[src/rtl/uart_clock_rx.sv]
`default_nettype none
// ============================================================================
//  Module   : uart_clock_rx
//  Purpose  : Receives 8N1 UART bytes and decodes the ASCII time line
//             "HH:MM:SS\r\n" into binary hours/minutes/seconds, with a
//             one-cycle strobe whenever the time outputs update.
//  Ports    : clk          - system clock (single clock domain)
//             reset        - synchronous, active-high reset
//             rx           - asynchronous UART line, idle high
//             hours        - last accepted hour (5 bit binary)
//             minutes      - last accepted minute (6 bit binary)
//             seconds      - last accepted second (6 bit binary)
//             time_valid   - one-cycle strobe when hours/minutes/seconds update
//             frame_error  - one-cycle strobe when a stop bit is sampled low
//             range_error  - one-cycle strobe when a line fails the range check
//  Options  : UART_CLOCK_RX_RANGE_CHECK_EN - when defined, completed lines with
//             hours > 23, minutes > 59 or seconds > 59 are rejected and flagged
//             on range_error; when undefined every well-formed line is accepted
//             and range_error is tied low.
//  Revision : 1.0 - initial release
// ============================================================================
module uart_clock_rx #(
  parameter int CLK_FREQ = 12000000,
  parameter int BAUD     = 115200
) (
  input  logic       clk,
  input  logic       reset,
  input  logic       rx,
  output logic [4:0] hours,
  output logic [5:0] minutes,
  output logic [5:0] seconds,
  output logic       time_valid,
  output logic       frame_error,
  output logic       range_error
);

  localparam int CLKS_PER_BIT = CLK_FREQ / BAUD;
  localparam int HALF_BIT     = CLKS_PER_BIT / 2;
  localparam int CNT_W        = (CLKS_PER_BIT > 2) ? $clog2(CLKS_PER_BIT) : 1;

  localparam logic [CNT_W-1:0] BIT_LAST  = CNT_W'(CLKS_PER_BIT - 1);
  localparam logic [CNT_W-1:0] HALF_LAST = CNT_W'(HALF_BIT - 1);

  localparam logic [7:0] ASCII_COLON = 8'h3A;
  localparam logic [7:0] ASCII_CR    = 8'h0D;
  localparam logic [7:0] ASCII_LF    = 8'h0A;

  typedef enum logic [1:0] {
    S_IDLE  = 2'd0,
    S_START = 2'd1,
    S_DATA  = 2'd2,
    S_STOP  = 2'd3
  } state_t;

  // --------------------------------------------------------------------------
  // Input synchroniser (resets to the idle line level)
  // --------------------------------------------------------------------------
  logic r_sync1;
  logic r_sync2;

  always_ff @(posedge clk) begin
    if (reset) begin
      r_sync1 <= 1'b1;
      r_sync2 <= 1'b1;
    end else begin
      r_sync1 <= rx;
      r_sync2 <= r_sync1;
    end
  end

  // --------------------------------------------------------------------------
  // Byte receiver FSM
  // --------------------------------------------------------------------------
  state_t           r_state;
  state_t           w_state_next;
  logic [CNT_W-1:0] r_cnt;
  logic [CNT_W-1:0] w_cnt_next;
  logic [2:0]       r_bit_idx;
  logic [2:0]       w_bit_next;
  logic [7:0]       r_shift;
  logic [7:0]       w_shift_next;
  logic             w_byte_ok;
  logic             w_frame_err;
  logic             r_byte_valid;
  logic             r_frame_error;

  always_ff @(posedge clk) begin
    if (reset) begin
      r_state       <= S_IDLE;
      r_cnt         <= '0;
      r_bit_idx     <= '0;
      r_shift       <= '0;
      r_byte_valid  <= 1'b0;
      r_frame_error <= 1'b0;
    end else begin
      r_state       <= w_state_next;
      r_cnt         <= w_cnt_next;
      r_bit_idx     <= w_bit_next;
      r_shift       <= w_shift_next;
      r_byte_valid  <= w_byte_ok;
      r_frame_error <= w_frame_err;
    end
  end

  always_comb begin
    w_state_next = r_state;
    w_cnt_next   = r_cnt;
    w_bit_next   = r_bit_idx;
    w_shift_next = r_shift;
    w_byte_ok    = 1'b0;
    w_frame_err  = 1'b0;
    case (r_state)
      S_IDLE: begin
        // A line still low after a frame error is taken as a fresh start bit.
        if (!r_sync2) begin
          w_state_next = S_START;
          w_cnt_next   = '0;
          w_bit_next   = '0;
        end
      end
      S_START: begin
        if (r_cnt == HALF_LAST) begin
          w_cnt_next   = '0;
          w_bit_next   = '0;
          // Line back high at mid start bit: it was a glitch.
          w_state_next = r_sync2 ? S_IDLE : S_DATA;
        end else begin
          w_cnt_next = r_cnt + CNT_W'(1);
        end
      end
      S_DATA: begin
        if (r_cnt == BIT_LAST) begin
          w_cnt_next   = '0;
          w_shift_next = {r_sync2, r_shift[7:1]};   // LSB arrives first
          if (r_bit_idx == 3'd7) begin
            w_state_next = S_STOP;
          end else begin
            w_bit_next = r_bit_idx + 3'd1;
          end
        end else begin
          w_cnt_next = r_cnt + CNT_W'(1);
        end
      end
      S_STOP: begin
        if (r_cnt == BIT_LAST) begin
          w_cnt_next   = '0;
          w_state_next = S_IDLE;
          if (r_sync2) begin
            w_byte_ok = 1'b1;
          end else begin
            w_frame_err = 1'b1;
          end
        end else begin
          w_cnt_next = r_cnt + CNT_W'(1);
        end
      end
      default: begin
        w_state_next = S_IDLE;
      end
    endcase
  end

  // --------------------------------------------------------------------------
  // Line parser: template D D ':' D D ':' D D CR LF
  // --------------------------------------------------------------------------
  logic [3:0] r_idx;
  logic [3:0] r_h_t, r_h_o, r_m_t, r_m_o, r_s_t, r_s_o;
  logic [4:0] r_hours;
  logic [5:0] r_minutes;
  logic [5:0] r_seconds;
  logic       r_time_valid;
  logic       w_is_digit;
  logic       w_match;
  logic [3:0] w_digit;
  logic [4:0] w_hours;
  logic [5:0] w_minutes;
  logic [5:0] w_seconds;
  logic       w_line_ok;

  // The received byte stays in r_shift until the next frame's data bits.
  assign w_is_digit = (r_shift >= 8'h30) && (r_shift <= 8'h39);
  // For '0'..'9' the value byte - 0x30 equals the low nibble.
  assign w_digit    = r_shift[3:0];

  always_comb begin
    w_match = 1'b0;
    case (r_idx)
      4'd0, 4'd1, 4'd3, 4'd4, 4'd6, 4'd7: w_match = w_is_digit;
      4'd2, 4'd5:                         w_match = (r_shift == ASCII_COLON);
      4'd8:                               w_match = (r_shift == ASCII_CR);
      4'd9:                               w_match = (r_shift == ASCII_LF);
      default:                            w_match = 1'b0;
    endcase
  end

  // Arithmetic at output width truncates naturally (e.g. 99 hours -> 3).
  assign w_hours   = {1'b0, r_h_t} * 5'd10 + {1'b0, r_h_o};
  assign w_minutes = {2'b0, r_m_t} * 6'd10 + {2'b0, r_m_o};
  assign w_seconds = {2'b0, r_s_t} * 6'd10 + {2'b0, r_s_o};

`ifdef UART_CLOCK_RX_RANGE_CHECK_EN
  logic [6:0] w_hours_full;
  logic [6:0] w_minutes_full;
  logic [6:0] w_seconds_full;
  logic       r_range_error;

  assign w_hours_full   = {3'b0, r_h_t} * 7'd10 + {3'b0, r_h_o};
  assign w_minutes_full = {3'b0, r_m_t} * 7'd10 + {3'b0, r_m_o};
  assign w_seconds_full = {3'b0, r_s_t} * 7'd10 + {3'b0, r_s_o};
  assign w_line_ok      = (w_hours_full <= 7'd23) && (w_minutes_full <= 7'd59) &&
                          (w_seconds_full <= 7'd59);

  always_ff @(posedge clk) begin
    if (reset) begin
      r_range_error <= 1'b0;
    end else begin
      r_range_error <= r_byte_valid && w_match && (r_idx == 4'd9) && !w_line_ok;
    end
  end

  assign range_error = r_range_error;
`else
  assign w_line_ok   = 1'b1;
  assign range_error = 1'b0;
`endif

  always_ff @(posedge clk) begin
    if (reset) begin
      r_idx        <= '0;
      r_h_t        <= '0;
      r_h_o        <= '0;
      r_m_t        <= '0;
      r_m_o        <= '0;
      r_s_t        <= '0;
      r_s_o        <= '0;
      r_hours      <= '0;
      r_minutes    <= '0;
      r_seconds    <= '0;
      r_time_valid <= 1'b0;
    end else begin
      r_time_valid <= 1'b0;
      if (r_frame_error) begin
        r_idx <= '0;
      end else if (r_byte_valid) begin
        if (w_match) begin
          case (r_idx)
            4'd0:    r_h_t <= w_digit;
            4'd1:    r_h_o <= w_digit;
            4'd3:    r_m_t <= w_digit;
            4'd4:    r_m_o <= w_digit;
            4'd6:    r_s_t <= w_digit;
            4'd7:    r_s_o <= w_digit;
            default: ;
          endcase
          if (r_idx == 4'd9) begin
            r_idx <= '0;
            if (w_line_ok) begin
              r_hours      <= w_hours;
              r_minutes    <= w_minutes;
              r_seconds    <= w_seconds;
              r_time_valid <= 1'b1;
            end
          end else begin
            r_idx <= r_idx + 4'd1;
          end
        end else begin
          // A mismatching byte is dropped, not retried as position 0.
          r_idx <= '0;
        end
      end
    end
  end

  assign hours       = r_hours;
  assign minutes     = r_minutes;
  assign seconds     = r_seconds;
  assign time_valid  = r_time_valid;
  assign frame_error = r_frame_error;

endmodule
`default_nettype wire

[config.mk]
export PLATFORM = sky130hd
export DESIGN_NAME = uart_clock_rx
export DESIGN_NICKNAME = d
export VERILOG_FILES = /design/src/rtl/uart_clock_rx.sv
export SDC_FILE = /design/constraint.sdc
export NUM_CORES = 1
export LEC_CHECK = 0
export ABC_AREA = 0
export CORE_AREA = 2 2 108 110
export CTS_BUF_LIST = sky130_fd_sc_hd__clkbuf_8 sky130_fd_sc_hd__clkbuf_16
export DETAILED_ROUTE_END_ITERATION = 6
export DIE_AREA = 0 0 110 112
export PLACE_DENSITY = 0.54
export SETUP_SLACK_MARGIN = 0.5
export SYNTH_ARGS = -nofsm -noshare
export SYNTH_HDL_FRONTEND = slang
export SYNTH_SLANG_ARGS = --single-unit
[constraint.sdc]
create_clock -name clk -period 2.2 [get_ports clk]
set_input_delay 0.33 -clock clk [delete_from_list [all_inputs] [get_ports clk]]
set_output_delay 0.33 -clock clk [all_outputs]
set_load 0.05 [all_outputs]
## Word-level counts from Yosys, hierarchy flattened

Index checks and enable logic that the tools add are counted.

- Add/subtract/negate cells: 6
- $mul: 3
- Magnitude comparators: 2
- Eq/ne operators: 24
- Multiplexer cells: 22
- Bitwise logic cells: 5
- Reduce and logical (&&, ||, !) cells: 20

Operator list:

| cell | number |
|---|---|
| 4-bit AND reduction | 7 |
| 7-bit two-way mux | 3 |
| 7-bit one-hot mux with 3 select lines | 1 |
| 4-bit by 3-bit equality test with 1-bit output (second input constant) | 4 |
| 8-bit by 4-bit equality test with 1-bit output (second input constant) | 2 |
| 6-bit by 4-bit adder with 6-bit output | 2 |
| 2-bit two-way mux | 6 |
| 3-bit two-way mux | 4 |
| 2-bit != test (second input constant) | 6 |
| 4-bit by 3-bit multiplier with 5-bit output (second input constant) | 2 |
| 5-bit AND reduction | 2 |
| 3-bit one-hot mux with 3 select lines | 1 |
| 4-bit by 2-bit equality test with 1-bit output (second input constant) | 2 |
| 4-bit equality test (second input constant) | 2 |
| 8-bit by 6-bit equality test with 1-bit output (second input constant) | 1 |
| 8-bit by 6-bit greater-or-equal comparator with 1-bit output (second input constant) | 1 |
| 8-bit by 6-bit less-or-equal comparator with 1-bit output (second input constant) | 1 |
| 4-bit two-way mux | 2 |
| 2-bit one-hot mux with 4 select lines | 1 |
| 7-bit by 1-bit adder with 7-bit output (second input constant) | 1 |
| 7-bit by 6-bit equality test with 1-bit output (second input constant) | 1 |
| 7-bit equality test (second input constant) | 1 |
| 2-bit OR reduction | 3 |
| 6-bit OR reduction | 1 |
| other kinds (18) | 25 |

- Bits in registers: 70
- Bits of input ports: 3
- Output and inout port bits: 20
- Word-level logic and storage cells: 101

## Depth between registers and ports, before layout

- Depth after elaboration: 5
- Depth in mapped cells: 8

## Least setup slack after synthesis

No wires, ideal clock.

- Path kind: flip-flop to flip-flop
- Start point: reg r_idx[2]
- End point: reg r_hours[2] (netlist: hours[2])
- Library setup time: 0.121 ns
- Data arrival time: 1.871 ns
- Data required time: 2.079 ns
- Slack: 0.208 ns
- Stages on the path, launching flop included: 7
- Buffers on the path: 1
- Cell sequence: dfxtp_1 > buf_6 > nor4b_1 > mux2i_1 > o2111ai_2 > a21oi_4 > mux2_4

- Word-level cells in the longest chain between the ends: 4
- Elaborated cells on any way between the ends: 14

Ends and longest elaborated chain:

| what | RTL line | source |
|---|---|---|
| start: declaration | 166 | `logic [3:0] r_idx;` |
| start signal: assignment | 264 | `r_idx <= r_idx + 4'd1;` |
| 4-bit by 3-bit equality test with 1-bit output, or another cell as far along | 187 | `case (r_idx)` |
| 6-bit OR reduction / 2-bit OR reduction (equally long branches) | 187 |  |
| 1-bit one-hot mux with 4 select lines | 187 |  |
| 4-bit AND reduction (no line) * | - |  |
| end signal: assignment | 258 | `r_hours <= w_hours;` |
| end: declaration | 168 | `logic [4:0] r_hours;` |

Mark *: on every way between the ends. The rest lies on a longest branch, timed or not.
A chain may end at the register's enable or synchronous reset.

## Final worst setup path

- Start point: reg r_idx[2]
- End point: reg r_hours[4] (netlist: hours[4])

The elaborated chain is that of the path after synthesis.

==> flow_summary.json <==
{
  "syn_avg_cell_area_sq_um": 9.72,
  "max_freq_mhz": 502,
  "antenna_found_initial": 0,
  "synth_cells": 379,
  "start_util_pct": 33.0,
  "critPathArrivalTime_ns": 2.20,
  "cpPeakStageDelay_ns": 0.35,
  "peakVddDrop_uv": 382,
  "chipWidth_microns": 110,
  "synth_top_area_share_pct": 38.0,
  "fp.dieH_microns": 112,
  "ys_seq_elements": 70,
  "path_cells": "nor4b_4 > mux2i_2 > o2111ai_4 > a21oi_4 > buf_12 > mux2_4",
  "finalClockSkew_ns": 0.00581,
  "drtAntennaViolNets": 0,
  "path_clk_slew_ns": 0.05,
  "fin_setup_tns_ns": 0,
  "pin_count": 23,
  "drcViolationCount": 0,
  "clock-sinks": 70,
  "hpwl_microns": 5300,
  "rows": 39,
  "setup_viol": 0,
  "yosysUniqueCellTypes": 55,
  "grt_pass1_wl_microns": 13200,
  "grt_overflow": 0,
  "clockRootBuffer": "clkbuf_16",
  "core_area_sq_um": 11200,
  "routed_wl_microns": 7950,
  "ys.flop_type": "dfxtp_1",
  "required_ns": 2.41,
  "diodes": 0,
  "slew_viol_final": 0,
  "fin_crit_ns": 1.99,
  "cp-end-kind": "register",
  "firstDrtPassIters": 4,
  "gp_congestion": 0.775,
  "fin_hold_ws_ns": 0.407,
  "grt_busiest_layer": "met2",
  "ys_async_sr_fraction_pct": 0,
  "crit_slowest_cell": "dfxtp_2",
  "htree_levels": 3,
  "status": "finished clean",
  "vias": 2760,
  "layout_common_cells": "dfxtp_1, mux2i_1, nand2b_1, buf_4, nor2_1",
  "yosysWarnings": 0,
  "clockBufferDepth": 2,
  "die_area_sq_um": 12300,
  "met2_usage_pct": 21.0,
  "drtIter0Drc": 109,
  "maxCapViolCount": 0,
  "routedWlPerCell_microns": 13.8,
  "syn_to_final_growth_pct": 28.4,
  "pwr_density_cell_nw_per_um2": 562,
  "layout-drive-gt1-share_pct": 24.2,
  "fin_crit_sh_pct": 90.5,
  "synthTopCellsByArea": "dfxtp_1, mux2i_1, nand2b_1, ha_1, mux2_4",
  "final_common_cell": "dfxtp_1",
  "vias_per_cell": 4.79,
  "use_met1_pct": 18.7,
  "yosysSeqAreaShare_pct": 38.0,
  "grt_usage_pct": 13.7,
  "synth_top_cell_by_area": "dfxtp_1",
  "synth_edf_count": 0,
  "first_global_vias": 2736,
  "synth_fp_nets": 404,
  "io_buffers": 21,
  "hp-class": "reg2reg",
  "path_max_fanout": 6,
  "gr-usage-met3_pct": 2.99,
  "grt_max_degree": 28,
  "syn_area_sq_um": 3680,
  "cts_tree": "built",
  "cts_buffers": 9,
  "final_nets": 454,
  "hold_violations": 0,
  "crit_type": "reg2reg",
  "p_leak_nw": 1.98,
  "crit_path_start_kind": "register",
  "rsz0062_at_grt": "true",
  "clk_latency_ns": 0.32
}
## synthesized netlist by cell type, types with 9 or more instances
cell	n
ha_1	19
clkbuf_1	11
mux2_4	9
nand2b_1	41
nand2_1	13
inv_1	15
a21oi_1	10
nor2_1	28
nor2b_1	15
xnor2_1	9
mux2i_1	42
dfxtp_1	70
## critical path: cells and delay by family, from the launching register on
family,cells,cell delay [ns]
compound gates,2,0.39
buf+inv,1,0.16
flops,1,0.35
mux,2,0.64
simple gates,1,0.32
## cell type report
type                            count  area [sq um]
Sequential cell                    70          1430
Timing Repair Buffer               57           488
Fill cell                        1094          6450
Tap cell                          143           179
Clock buffer                       11           253
Inverter                           15          56.3
Clock inverter                      4          16.3
Multi-Input combinational cell    276          2310
## flip-flops by register name, indices dropped and copies added (netlist names), 3 cells and up, named ones only
register,cells
r_m_t,4
r_bit_idx,3
r_shift,8
seconds,6
r_cnt,7
r_h_t,4
hours,5
r_m_o,4
minutes,6
r_idx,4
r_h_o,4
r_s_t,4
r_s_o,4
## layer usage
metal	vias to the layer above	routed length [microns]
met5	-	0
met4	0	117
met3	10	150
met2	28	3640
met1	1302	4040
li1	1420	-
## worst paths after layout
path                            cells after the start             startpoint                     to  slack, ns
worst max-delay path                                6  r_idx[2]$_SDFFE_PP0P_  hours[4]$_SDFFE_PP0P_       0.21
worst min-delay path                                1     r_sync1$_SDFF_PP1_     r_sync2$_SDFF_PP1_       0.41
worst max register to register                      6  r_idx[2]$_SDFFE_PP0P_  hours[4]$_SDFFE_PP0P_       0.21
worst min register to register                      1     r_sync1$_SDFF_PP1_     r_sync2$_SDFF_PP1_       0.41
## where the power goes
group	internal (W)	switching [W]	total, W
Clock	0.000803	0.000507	0.00131
Combinational	0.0000297	0.0000431	0.0000728
Sequential	0.00127	0.00000591	0.00128
## what timing repair did
action,CTS,global route
pin swaps,14,8
endpoints found under the setup margin,72,60
resized for setup,55,20
setup buffers,16,4
hold buffers,0,0
## cells by family after synthesis
logic type	share of synthesized area [%]
other cells	0.102
xor+xnor	3.09
mux	15.4
flops	38.0
simple gates	21.8
compound gates	9.55
fa+ha+maj	8.08
buf+inv	3.94
## per-stage QoR
stage | area, sq um | setup WS [ns] | cells | total power [W] | utilization, %
after detailed placement | 4130 | 0.0502 | 541 | 0.00137 | 37.0
after CTS | 4650 | 0.253 | 572 | 0.00270 | 41.6
after global placement | 4130 | 0.104 | 541 | 0.00137 | 37.0
after floorplan | 3720 | 0.311 | 379 | 0.00135 | -
final | 4730 | 0.210 | 576 | 0.00266 | 42.3
after global routing | 4730 | 0.169 | 576 | 0.00276 | 42.3
Note: power is estimated with default switching activity, not from simulation.
